### src/rtl/arcade_audio_pkg.sv
// Shared types and constants for the arcade audio mixer: frame FSM states,
// the Q2.2 unity gain and the accumulator sizing rule.
package arcade_audio_pkg;

  typedef enum logic [1:0] {
    IDLE   = 2'd0,
    ACC    = 2'd1,
    COMMIT = 2'd2
  } mix_state_e;

  localparam logic [3:0] GAIN_UNITY = 4'd4;

  // Product width plus enough headroom to sum NUM_CH full-scale products.
  function automatic int acc_width(input int in_w, input int num_ch);
    return in_w + 4 + $clog2(num_ch + 1);
  endfunction

endpackage

### src/rtl/sd_dac1.sv
// First-order delta-sigma modulator: the carry of a wrapping OUT_W-bit
// phase accumulator is the 1-bit output stream.
module sd_dac1 #(
  parameter int OUT_W = 12
) (
  input  logic             clk_sys,
  input  logic             res_n,
  input  logic [OUT_W-1:0] pcm_i,
  output logic             bit_o
);

  logic [OUT_W:0] acc_q, acc_d;

  // Only the low OUT_W bits feed back, so the carry bit is emitted once per step.
  always_comb begin
    acc_d = {1'b0, acc_q[OUT_W-1:0]} + {1'b0, pcm_i};
  end

  // Phase accumulator register.
  always_ff @(posedge clk_sys or negedge res_n) begin
    if (!res_n) begin
      acc_q <= '0;
    end else begin
      acc_q <= acc_d;
    end
  end

  assign bit_o = acc_q[OUT_W];

endmodule

### src/rtl/arcade_audio_mixer.sv
// Arcade audio mixer: one time-shared multiply-accumulate across NUM_CH
// snapshotted channels per frame, saturating PCM commit, delta-sigma outputs.
module arcade_audio_mixer
  import arcade_audio_pkg::*;
#(
  parameter int NUM_CH = 3,
  parameter int IN_W   = 8,
  parameter int OUT_W  = 12
) (
  input  logic                   clk_sys,
  input  logic                   res_n,
  input  logic                   sample_tick,
  input  logic [NUM_CH*IN_W-1:0] ch_data,
  input  logic [NUM_CH*4-1:0]    ch_gain,
  input  logic [NUM_CH*2-1:0]    ch_pan,
  input  logic                   mute,
  input  logic                   clr_ovr,
  output logic [OUT_W-1:0]       pcm_l,
  output logic [OUT_W-1:0]       pcm_r,
  output logic                   pcm_valid,
  output logic                   audio_l,
  output logic                   audio_r,
  output logic                   busy,
  output logic                   overrun,
  output logic                   clip_l,
  output logic                   clip_r
);

  localparam int ACC_W     = acc_width(IN_W, NUM_CH);
  localparam int PROD_W    = IN_W + 4;
  localparam int CNT_W     = (NUM_CH > 1) ? $clog2(NUM_CH) : 1;
  localparam int GAIN_FRAC = $clog2(GAIN_UNITY);
  localparam int CMP_W     = (ACC_W > OUT_W) ? ACC_W : OUT_W + 1;
  localparam logic [CNT_W-1:0] LAST_CH = CNT_W'(NUM_CH - 1);
  localparam logic [CMP_W-1:0] PCM_MAX = {{(CMP_W-OUT_W){1'b0}}, {OUT_W{1'b1}}};

  mix_state_e       state_q, state_d;
  logic [CNT_W-1:0] cnt_q, cnt_d;
  logic [IN_W-1:0]  snap_data_q [NUM_CH];
  logic [IN_W-1:0]  snap_data_d [NUM_CH];
  logic [3:0]       snap_gain_q [NUM_CH];
  logic [3:0]       snap_gain_d [NUM_CH];
  logic [1:0]       snap_pan_q  [NUM_CH];
  logic [1:0]       snap_pan_d  [NUM_CH];
  logic [ACC_W-1:0] acc_l_q, acc_l_d, acc_r_q, acc_r_d;
  logic [OUT_W-1:0] pcm_l_q, pcm_l_d, pcm_r_q, pcm_r_d;
  logic             pcm_valid_q, pcm_valid_d;
  logic             busy_q, busy_d;
  logic             overrun_q, overrun_d;
  logic             clip_l_q, clip_l_d, clip_r_q, clip_r_d;

  logic [PROD_W-1:0] prod_s;
  logic [1:0]        sel_pan_s;
  logic [CMP_W-1:0]  lvl_l_s, lvl_r_s;
  logic [OUT_W-1:0]  res_l_s, res_r_s;
  logic              sat_l_s, sat_r_s;

  // The single multiplier, steered by the channel counter.
  always_comb begin
    prod_s    = PROD_W'(snap_data_q[cnt_q]) * PROD_W'(snap_gain_q[cnt_q]);
    sel_pan_s = snap_pan_q[cnt_q];
  end

  // Drop the Q2.2 fraction, then clamp; mute wins over saturation.
  always_comb begin
    lvl_l_s = CMP_W'(acc_l_q >> GAIN_FRAC);
    lvl_r_s = CMP_W'(acc_r_q >> GAIN_FRAC);
    sat_l_s = (lvl_l_s > PCM_MAX);
    sat_r_s = (lvl_r_s > PCM_MAX);
    if (mute) begin
      res_l_s = '0;
      res_r_s = '0;
    end else begin
      res_l_s = sat_l_s ? PCM_MAX[OUT_W-1:0] : lvl_l_s[OUT_W-1:0];
      res_r_s = sat_r_s ? PCM_MAX[OUT_W-1:0] : lvl_r_s[OUT_W-1:0];
    end
  end

  // Frame FSM next state, snapshot capture, accumulation and flag updates.
  always_comb begin
    state_d     = state_q;
    cnt_d       = cnt_q;
    snap_data_d = snap_data_q;
    snap_gain_d = snap_gain_q;
    snap_pan_d  = snap_pan_q;
    acc_l_d     = acc_l_q;
    acc_r_d     = acc_r_q;
    pcm_l_d     = pcm_l_q;
    pcm_r_d     = pcm_r_q;
    pcm_valid_d = 1'b0;
    case (state_q)
      IDLE: begin
        if (sample_tick) begin
          for (int i = 0; i < NUM_CH; i++) begin
            snap_data_d[i] = ch_data[i*IN_W +: IN_W];
            snap_gain_d[i] = ch_gain[i*4 +: 4];
            snap_pan_d[i]  = ch_pan[i*2 +: 2];
          end
          acc_l_d = '0;
          acc_r_d = '0;
          cnt_d   = '0;
          state_d = ACC;
        end else begin
          state_d = IDLE;
        end
      end
      ACC: begin
        if (sel_pan_s[0]) begin
          acc_l_d = acc_l_q + ACC_W'(prod_s);
        end else begin
          acc_l_d = acc_l_q;
        end
        if (sel_pan_s[1]) begin
          acc_r_d = acc_r_q + ACC_W'(prod_s);
        end else begin
          acc_r_d = acc_r_q;
        end
        if (cnt_q == LAST_CH) begin
          cnt_d   = '0;
          state_d = COMMIT;
        end else begin
          cnt_d   = cnt_q + 1'b1;
          state_d = ACC;
        end
      end
      COMMIT: begin
        pcm_l_d     = res_l_s;
        pcm_r_d     = res_r_s;
        pcm_valid_d = 1'b1;
        state_d     = IDLE;
      end
      default: begin
        state_d = IDLE;
      end
    endcase
    busy_d    = (state_d != IDLE);
    // A tick outside IDLE (including the COMMIT exit cycle) is dropped; setting beats clearing.
    overrun_d = (sample_tick && (state_q != IDLE)) ? 1'b1 : (clr_ovr ? 1'b0 : overrun_q);
    clip_l_d  = ((state_q == COMMIT) && sat_l_s && !mute) ? 1'b1 : (clr_ovr ? 1'b0 : clip_l_q);
    clip_r_d  = ((state_q == COMMIT) && sat_r_s && !mute) ? 1'b1 : (clr_ovr ? 1'b0 : clip_r_q);
  end

  // State and datapath registers.
  always_ff @(posedge clk_sys or negedge res_n) begin
    if (!res_n) begin
      state_q     <= IDLE;
      cnt_q       <= '0;
      for (int i = 0; i < NUM_CH; i++) begin
        snap_data_q[i] <= '0;
        snap_gain_q[i] <= '0;
        snap_pan_q[i]  <= '0;
      end
      acc_l_q     <= '0;
      acc_r_q     <= '0;
      pcm_l_q     <= '0;
      pcm_r_q     <= '0;
      pcm_valid_q <= 1'b0;
      busy_q      <= 1'b0;
      overrun_q   <= 1'b0;
      clip_l_q    <= 1'b0;
      clip_r_q    <= 1'b0;
    end else begin
      state_q     <= state_d;
      cnt_q       <= cnt_d;
      snap_data_q <= snap_data_d;
      snap_gain_q <= snap_gain_d;
      snap_pan_q  <= snap_pan_d;
      acc_l_q     <= acc_l_d;
      acc_r_q     <= acc_r_d;
      pcm_l_q     <= pcm_l_d;
      pcm_r_q     <= pcm_r_d;
      pcm_valid_q <= pcm_valid_d;
      busy_q      <= busy_d;
      overrun_q   <= overrun_d;
      clip_l_q    <= clip_l_d;
      clip_r_q    <= clip_r_d;
    end
  end

  sd_dac1 #(.OUT_W(OUT_W)) u_sd_l (
    .clk_sys (clk_sys),
    .res_n   (res_n),
    .pcm_i   (pcm_l_q),
    .bit_o   (audio_l)
  );

  sd_dac1 #(.OUT_W(OUT_W)) u_sd_r (
    .clk_sys (clk_sys),
    .res_n   (res_n),
    .pcm_i   (pcm_r_q),
    .bit_o   (audio_r)
  );

  assign pcm_l     = pcm_l_q;
  assign pcm_r     = pcm_r_q;
  assign pcm_valid = pcm_valid_q;
  assign busy      = busy_q;
  assign overrun   = overrun_q;
  assign clip_l    = clip_l_q;
  assign clip_r    = clip_r_q;

endmodule

### config.mk
export PLATFORM = sky130hd
export DESIGN_NAME = arcade_audio_mixer
export DESIGN_NICKNAME = d
export VERILOG_FILES = /design/src/rtl/arcade_audio_pkg.sv /design/src/rtl/sd_dac1.sv /design/src/rtl/arcade_audio_mixer.sv
export SDC_FILE = /design/constraint.sdc
export NUM_CORES = 1
export LEC_CHECK = 0
export BUFFER_PORTS_ARGS = -buffer_cell sky130_fd_sc_hd__buf_2
export CORE_MARGIN = 5
export CORE_UTILIZATION = 60
export DETAILED_ROUTE_END_ITERATION = 7
export PLACE_DENSITY = 0.91
export SLEW_MARGIN = 5
export SYNTH_ARGS = -nofsm -noshare
export SYNTH_HDL_FRONTEND = slang
export SYNTH_HIERARCHICAL = 1
export SYNTH_SLANG_ARGS = --single-unit
### constraint.sdc
create_clock -name clk_sys -period 6.9 [get_ports clk_sys]
set_input_delay 1.035 -clock clk_sys [delete_from_list [all_inputs] [get_ports clk_sys]]
set_output_delay 1.035 -clock clk_sys [all_outputs]
set_load 0.02 [all_outputs]
* After elaboration in Yosys (flattened, before gate mapping)
Index checks and enable logic that the tools add are counted.
Cells by class: add/subtract/negate cells 5, multipliers 1, $lt $le $gt $ge 3, equal/unequal tests 6, muxes and demuxes 29, bitwise gates (word level) 1, reductions and logical operators 17
Operators with widths (number):
- $pmux W14 S2 | 2
- $mux W12 | 4
- $mux W14 | 3
- $add A14 B12 Y14 | 2
- $add A12 B12 Y13 | 2
- $gt A12 B12 Y1 const B | 2
- $bmux W8 S2 | 1
- $mux W8 | 2
- $mul A8 B4 Y12 | 1
- $reduce_bool A2 Y1 | 6
- $mux W2 | 5
- $bmux W4 S2 | 1
- $mux W4 | 2
- $pmux W2 S2 | 2
- $mux W1 | 6
- $ne A2 B2 Y1 const B | 3
- $reduce_and A3 Y1 | 2
- $logic_and A1 B1 Y1 | 5
- $bmux W2 S2 | 1
- $eq A2 B2 Y1 const B | 2
- $reduce_and A2 Y1 | 2
- $ge A3 B3 Y1 const B | 1
- $not A2 Y3 | 1
- $add A2 B1 Y2 const B | 1
- other kinds (3) | 3
Word-level totals: register bits 129, bits of input ports 47, output and inout port bits 31, word-level logic and storage cells 84

* Depth between registers and ports, before layout
Gate-level depths: netlist (run 1).
depth in word-level cells 8, mapped depth 23, mapped depth without buffers 21

* Cells and area by module
The synthesis (run 1) kept the hierarchy.
Modules (own cells, without submodules):
- arcade_audio_mixer | instances 1, cells an instance 712, area each 6192.2 sq um, seq. area each 2577.5 sq um
- sd_dac1 | instances 2, cells an instance 96, area each 954.7 sq um, seq. area each 325.3 sq um

* Worst setup path before layout (run 1)
No wires, ideal clock.
path type reg-to-reg, start reg cnt_q[0], end reg acc_l_q[13], setup time 0.123 ns, arrival 4.864 ns, required time 6.777 ns, setup slack 1.913 ns, stages on the path, launching flop included 21, buffers on the path 2, period minus slack after synthesis 4.987 ns, path through dfrtp_1 > buf_2 > and2b_1 > buf_2 > a21oi_1 > or2_2 > fa_1 > inv_1 > fa_1 > fa_1 > a21o_1 > a21oi_1 > o21ai_0 > o41ai_1 > xnor2_1 > ha_1 > and2_1 > nand3b_1 > a21o_1 > a211o_1 > mux2i_1
On the way: word-level cells in the longest chain between the ends 8, elaborated cells on any way between the ends 16, those cells by class add/sub: 1; mul: 1; eq/ne: 1; mux: 11; bitwise: 1; reduce/logical: 1
Ends and longest elaborated chain:
- start, declared | RTL line arcade_audio_mixer.sv:38 | logic [CNT_W-1:0] cnt_q, cnt_d;
- start signal, assigned | RTL line arcade_audio_mixer.sv:164 | cnt_q <= cnt_d;
- $not A2 Y3 (implied by the code) * | RTL line arcade_audio_mixer.sv:60, arcade_audio_mixer.sv:61
- $bmux W8 S2 / $bmux W4 S2 (equally long branches) | RTL line arcade_audio_mixer.sv:60 | prod_s = PROD_W'(snap_data_q[cnt_q]) * PROD_W'(snap_gain_q[cnt_q]);
- $mux W8 (implied by the code) / $mux W4 (equally long branches) (2 in a row) | RTL line arcade_audio_mixer.sv:60
- $mul A8 B4 Y12 | RTL line arcade_audio_mixer.sv:60
- $add A14 B12 Y14 | RTL line arcade_audio_mixer.sv:109 | acc_l_d = acc_l_q + ACC_W'(prod_s);
- $mux W14 | RTL line arcade_audio_mixer.sv:108 | if (sel_pan_s[0]) begin
- $pmux W14 S2 | RTL line arcade_audio_mixer.sv:91 | case (state_q)
- end signal, assigned | RTL line arcade_audio_mixer.sv:168 | acc_l_q <= acc_l_d;
- end, declared | RTL line arcade_audio_mixer.sv:45 | logic [ACC_W-1:0] acc_l_q, acc_l_d, acc_r_q, acc_r_d;
Every way passes the cells marked *; elsewhere a longest branch is shown, timed or not. The select of a mux whose other input is x is not followed. A chain may end at the register's enable or synchronous reset.

* Worst setup path after layout (run 1)
start reg cnt_q[1], end reg acc_l_q[13]
Same word-level chain as after synthesis.

==> summary.txt, run 1 <==
Die
  • Cell Rows: 42
  • DIE HEIGHT: 126 um
  • Initial cell density of the core: 0.612
  • Overall die width: between 100 and 150 um
  • Die area: 15,900 sq um
  • I/O pin count: 78
  • Core Region: around 13,000 sq um

CTS
  • Cts hold-fix bufs: 0
  • H-tree depth: 4
  • CTS Buffer Depth: 2
  • Num CTS Buffers: 17
  • Sink Count: 129
  • Post-CTS Setup Inserts: 0
  • CTS tree: yes
  • Clock Pin Slew Worst Setup and Hold Paths: 0.06 ns
  • Post-CTS sizing: 0
  • Clock Latency Late Sink: 0.43 ns
  • CTS Root Cell: clkbuf_16

GRT
  • First-pass GRT wire length: 30,400 um
  • Number of global-route vias before repair: 6,573
  • Largest net degree at the start of global routing: between 70 and 80
  • Total track usage: 0.231
  • Initial antenna violation count: 0
  • GR Overflow Total: 0

Pwr
  • Total power: 5.32 mW
  • VDD IR max: 0.000240 V
  • Pwr per Cell Area: ~580 nW/um^2
  • Leakage: 4.69 nW

Timing
  • Slew @ Worst Pin: 1.01 ns
  • Final WS setup: 0.877 ns
  • Hold WS: 0.472 ns
  • Final setup vio count: 0
  • Final slew viol count: 0
  • Final min period: around 6.0 ns
  • Relative slew slack: 0.322
  • Max frequency: between 150 and 200 MHz
  • Unrepaired setup endpoints after global routing: false
  • Count of final hold-check violations: 0
  • Fin Setup TNS: 0 ns
  • Clock skew: 0.00976 ns
  • Period Utilization, post-route: 0.873

Yosys
  • Yosys top cell by area: dfrtp_1
  • Ys flop type: dfrtp_1
  • Area contributors post-synth: dfrtp_1, ha_1, nand2_1
  • Sequential area share after synthesis: 0.398
  • Cell with the most instances after synthesis: nand2_1
  • Synth Register Bits: 129
  • Synth warn: 6
  • Gate Count Post-Synth: 904
  • Syn nets: just over 1,000
  • Post-synth top area share: 0.398
  • Synth cell types: 61
  • Post-Syn Area per Cell: approximately 9.0 sq um
  • Post-synthesis cell area: 8100 sq um
  • EDFF count, synth: 0
  • Most common library cells after synthesis: nand2_1, dfrtp_1, o21ai_0
  • Share of flip-flops with an asynchronous set or reset: 1.00

Status
  • Status: complete, no violations

Cells and area
  • Nets: between 1,000 and 1,500
  • Non-filler cells in the finished layout: 1,162
  • Synth-to-Final Area Change: 13.3%
  • Layout cells sized above 1: 0.132
  • Final Cell Area: ~9200 sq um
  • Diodes inserted: 0
  • Fin util: 0.693

Hold path
  • Min-Delay Path Class: reg -> reg
  • HP Start: u_sd_r/acc_q[0]
  • Hold path endpoint: u_sd_r/acc_q[0]
  • Hold Path Stages: 1

Route
  • DRT iter0 DRCs: 387
  • DR vias/cell: approximately 5.7
  • Pre-antenna DRT Iters: 5
  • DRT Wirelength: 17,600 um
  • Remaining DRCs: 0
  • Post-route ant nets: 0
  • Routed length per instance: roughly 15 um
  • Via Count: between 6,000 and 7,000

Critical path
  • Reg2reg setup slack: about 0.88 ns
  • Reg2reg start: cnt_q[1]
  • R2R depth: 18
  • Reg2Reg Capture Point: acc_l_q[13]
  • Setup CP Type: reg -> reg
  • Crit path max fanout: 21
  • Critical Path Start Type: flop
  • Worst setup EP type: flop
  • WP data arrival: 6.33 ns
  • Worst Path Required: 7.21 ns

Place
  • Gpl congestion: 0.889
  • Dpl cell area: around 8600 sq um
  • Buffers added on ports: 77
  • Post-Place Setup Slack: 0.932 ns
  • Inst Count DP: 1,130
  • Post-DP HPWL: 12,700 um

Flow run
  • Max cap viols: 0
-- report_power, final --
group	switching [mW]	leakage (nW)	internal, mW
logic	1.87	2.78	1.26
clock network	0.353	0.268	0.510
registers	0.238	1.63	1.08
-- cells in the final DEF, fill, tap and decap left out, types with 3 or more instances in the layout --
master        n
nand2_1     185
dfrtp_1     129
buf_2        76
o21ai_0      68
ha_1         66
nor2_1       57
a21oi_1      51
inv_1        39
nand2b_1     39
nand3_1      30
a21o_1       26
xnor2_1      23
xor2_1       19
clkbuf_16    17
fa_1         16
mux2i_1      14
nor3_1        7
nor2b_1       6
and2_1        6
or4_1         6
o21bai_1      5
or2_2         5
a31oi_1       5
o211ai_1      5
a211oi_1      5
o2111ai_1     4
o31ai_1       4
clkinvlp_4    4
buf_4         4
o22a_1        3
and3_1        3
nor3b_1       3
clkinv_4      3
inv_6         3
a31o_1        3
-- worst max path at each step --
stage	start	endpoint	slack, ns	depth (start not counted)
3_5_place_dp	cnt_q[1]	acc_l_q[13]	0.93	18
3_3_place_gp	cnt_q[1]	acc_l_q[13]	1.07	18
2_1_floorplan	cnt_q[0]	acc_l_q[13]	1.91	20
6_report	cnt_q[1]	acc_l_q[13]	0.88	18
4_1_cts	cnt_q[1]	acc_l_q[13]	0.90	18
5_1_grt	cnt_q[1]	acc_r_q[12]	0.39	18
-- per-layer routing --
metal  global-route usage  up-vias  part of all wire
met5                    0        -                 0
met4               0.0921        0             0.026
met3               0.0466       40             0.057
met2                0.387      224              0.48
met1                0.295     3096              0.43
li1                     -     3257                 -
-- logic make-up (layout without fill, tap and decap cells) --
family | count (synthesis) | count (layout) | share of synthesized area
AO/OA/AOI/OAI | 204 | 204 | 0.157
XOR/XNOR | 42 | 42 | 0.0454
adder cells (fa/ha/maj) | 82 | 82 | 0.141
buffers and inverters | 69 | 151 | 0.0335
flip-flops | 129 | 129 | 0.398
multiplexers | 17 | 17 | 0.0219
AND/OR/NAND/NOR | 361 | 361 | 0.202
-- registers in the layout, summed over array words and instances (netlist names), 2 cells and up --
name,flops
acc_l_q,14
pcm_l,12
pcm_r,12
u_sd_l/acc_q,13
u_sd_r/acc_q,13
snap_data_q,24
acc_r_q,14
cnt_q,2
snap_pan_q,6
state_q,2
snap_gain_q,12
-- critical path, stage by stage (launching register included) --
cell	delay (ns)
dfrtp_1	0.73
and2b_1	0.61
a21oi_1	0.28
or2_2	0.36
fa_1	0.53
inv_1	0.05
fa_1	0.52
fa_1	0.48
a21o_1	0.19
a21oi_1	0.24
o21ai_0	0.16
o41ai_1	0.32
xnor2_1	0.19
ha_1	0.41
and2_1	0.17
nand3b_1	0.08
a21o_1	0.15
a211o_1	0.29
mux2i_1	0.12
-- area by class of cell --
| type | instances | area [sq um] |
|---|---|---|
| multi-input cells | 706 | 4600 |
| flip-flops and latches | 129 | 3230 |
| clock buffers | 19 | 443 |
| well taps | 176 | 220 |
| clock inverters | 13 | 129 |
| fillers | 1002 | 4060 |
| inverters | 39 | 146 |
| repair buffers | 80 | 410 |
Power figures use the tool's default switching activity.
==> inputs of run 2 (changes only) <==
- CELL_PAD_IN_SITES_DETAIL_PLACEMENT: default -> 2
- CELL_PAD_IN_SITES_GLOBAL_PLACEMENT: default -> 2
- CORE_UTILIZATION: 60 -> 37
- PLACE_DENSITY: 0.91 -> 0.9
==> run 2 against run 1 <==
Flip-flop and latch count stayed put. Critical endpoint unchanged. Die area up 57%. Routed wire length rose by 58%. Cell count is 9.1% higher. Count of clock-buffer cells in the layout is 2 higher. Register-to-register slack got worse by 0.16 ns. Core utilization down 26 points. Sequential power about the same.
==> summary.txt, run 2 (same netlist as run 1, synthesis figures left out) <==
Status
  • Status: complete, no violations

Place
  • Buffers added on ports: 77 (unchanged)
  • Gpl congestion: 0.824 (-7.3%)
  • Post-DP HPWL: 19,900 um (+56%)
  • Dpl cell area: 8760 sq um (+1.7%)

Cells and area
  • Diodes inserted: 0 (unchanged)
  • Nets: 1,104 (+0.18%)
  • Regs by FF count: snap_data_q: 24 flops, acc_l_q: 14 flops, acc_r_q: 14 flops
  • Most frequent cells in the layout: nand2_1, dfrtp_1, buf_2, o21ai_0, ha_1
  • Max FFs per register: 24 (unchanged)
  • Number of filler cells placed in the layout: 2,388 (+140%)
  • Sequential cell area: 3230 sq um (unchanged)
  • Final Cell Area: 9350 sq um (+1.8%)
  • Layout cells sized above 1: 0.133 (+0.000745)
  • Multi-input logic area: 4600 sq um (unchanged)
  • Synth-to-Final Area Change: 15.4%
  • Biggest register: snap_data_q
  • Commonest non-fill, non-tap cell in the layout: nand2_1

Critical path
  • WP data arrival: 6.53 ns (+0.20 ns)
  • Worst Path Required: 7.24 ns (+0.03 ns)
  • Critical Path Start Type: flop
  • Crit path max fanout: 19 (-9.5%)
  • Reg2reg setup slack: 0.71 ns (-0.16 ns)
  • CP dominant cell by count: fa_1
  • Worst setup EP type: flop
  • Critical-path cell list: and2b_1 > a21oi_1 > or2_2 > fa_1 > inv_1 > fa_1 > fa_1 > a21o_1 > a21oi_1 > o21ai_0 > o41ai_1 > xnor2_1 > ha_1 > and2_1 > nand3b_1 > a21o_1 > a211o_1 > mux2i_1
  • Crit path largest cell delay: 0.71 ns (-0.02 ns)
  • Setup CP Type: reg -> reg
  • CP max stage cell: dfrtp_1

GRT
  • Total track usage: 0.230 (-0.000750)
  • Number of global-route vias before repair: 8,193 (+25%)
  • Initial antenna violation count: 0 (unchanged)
  • First-pass GRT wire length: 44,600 um (+47%)
  • Largest net degree at the start of global routing: 69 (-8.0%)
  • GR Overflow Total: 0 (unchanged)

Die
  • Core Region: 21,700 sq um (+64%)
  • Initial cell density of the core: 0.374 (-0.238)
  • I/O pin count: 78 (unchanged)
  • Overall die width: 158 um (+25%)
  • Die area: 25,000 sq um (+57%)
  • DIE HEIGHT: 158 um (+25%)
  • Cell Rows: 54 (+29%)

Pwr
  • Leakage: 4.72 nW (+0.64%)
  • Total power: 5.80 mW (+9.2%)
  • Pwr per Cell Area: 621 nW/um^2 (+7.2%)
  • VDD IR max: 0.000148 V (-38%)

Timing
  • Period Utilization, post-route: 0.897 (+0.0238)
  • Unrepaired setup endpoints after global routing: false
  • Final slew viol count: 0 (unchanged)
  • Relative slew slack: 0.388 (+0.0658)
  • Final setup vio count: 0 (unchanged)
  • Count of final hold-check violations: 0 (unchanged)
  • Fin Setup TNS: 0 ns (unchanged)
  • Max frequency: 162 MHz (-2.7%)
  • Slew @ Worst Pin: 0.918 ns (-0.0952 ns)
  • Clock skew: 0.0164 ns (+0.00667 ns)
  • Final min period: 6.19 ns (+0.164 ns)

CTS
  • CTS Buffer Depth: 2 (unchanged)
  • CTS tree: yes
  • Post-CTS Setup Inserts: 0 (unchanged)
  • CTS Root Cell: clkbuf_16
  • Num CTS Buffers: 17 (unchanged)
  • Cts hold-fix bufs: 0 (unchanged)
  • Sink Count: 129 (unchanged)
  • Post-CTS sizing: 0 (unchanged)
  • H-tree depth: 4 (unchanged)
  • Clock Pin Slew Worst Setup and Hold Paths: 0.06 ns (about the same)
  • Clock Latency Late Sink: 0.44 ns (about the same)

Route
  • Remaining DRCs: 0 (unchanged)
  • DRT iter0 DRCs: 274 (-29%)
  • Via Count: 7,023 (+6.1%)
  • Pre-antenna DRT Iters: 5 (unchanged)
  • DRT Wirelength: 27,900 um (+58%)
  • Post-route ant nets: 0 (unchanged)
  • Routed length per instance: 22.0 um (+45%)
  • DR vias/cell: 5.54 (-2.7%)

Hold path
  • Min-Delay Path Class: reg -> reg

Flow run
  • Max cap viols: 0 (unchanged)
==> run 2: critical path, delay by kind of cell, from the launching register on <==
family          cells  cell delay, ns
compound gates      7            1.77
flops               1            0.71
buf+inv             1            0.08
mux                 1            0.18
simple gates        4            1.16
fa+ha+maj           4            1.99
xor+xnor            1            0.19
==> run 2: area by class of cell <==
cell class / instances / share of cell area
flip-flops and latches: 129 / 0.345
repair buffers: 82 / 0.0459
multi-input cells: 706 / 0.493
clock inverters: 11 / 0.0139
inverters: 39 / 0.0157
well taps: 280 / 0.0375
clock buffers: 21 / 0.0493
==> run 2: per-stage QoR <==
stage / util / hold slack [ns] / cells / worst slack [ns]
6_report: 0.431 / 0.486 / 1268 / 0.713
5_1_grt: 0.431 / 0.509 / 1268 / 0.434
3_5_place_dp: 0.404 / 0.470 / 1236 / 0.870
3_3_place_gp: 0.404 / 0.453 / 1236 / 1.21
4_1_cts: 0.431 / 0.491 / 1268 / 0.716
2_1_floorplan: - / 0.438 / 904 / 1.91
==> run 2: path summary, 6_finish.rpt <==
kind	start	end	cells past startpoint
setup / recovery	cnt_q[0]	acc_l_q[13]	18
hold / removal	snap_gain_q[10]	snap_gain_q[10]	2
setup reg to reg	cnt_q[0]	acc_l_q[13]	18
hold reg to reg	snap_gain_q[10]	snap_gain_q[10]	2
max in group asynchronous	res_n	snap_data_q[4]	2
min in group asynchronous	res_n	u_sd_r/acc_q[9]	1
==> run 2: report_power, final <==
group	internal [mW]	switching (mW)	total (mW)
logic	1.30	2.23	3.54
registers	1.08	0.263	1.34
clock network	0.554	0.370	0.924
==> run 2: metal layers <==
| layer | global-route usage | vias to the layer above | share of wire |
|---|---|---|---|
| li1 | - | 3242 | - |
| met1 | 0.255 | 3583 | 0.40 |
| met3 | 0.0361 | 50 | 0.029 |
| met2 | 0.442 | 148 | 0.54 |
| met4 | 0.0825 | 0 | 0.026 |
| met5 | 0 | - | 0 |
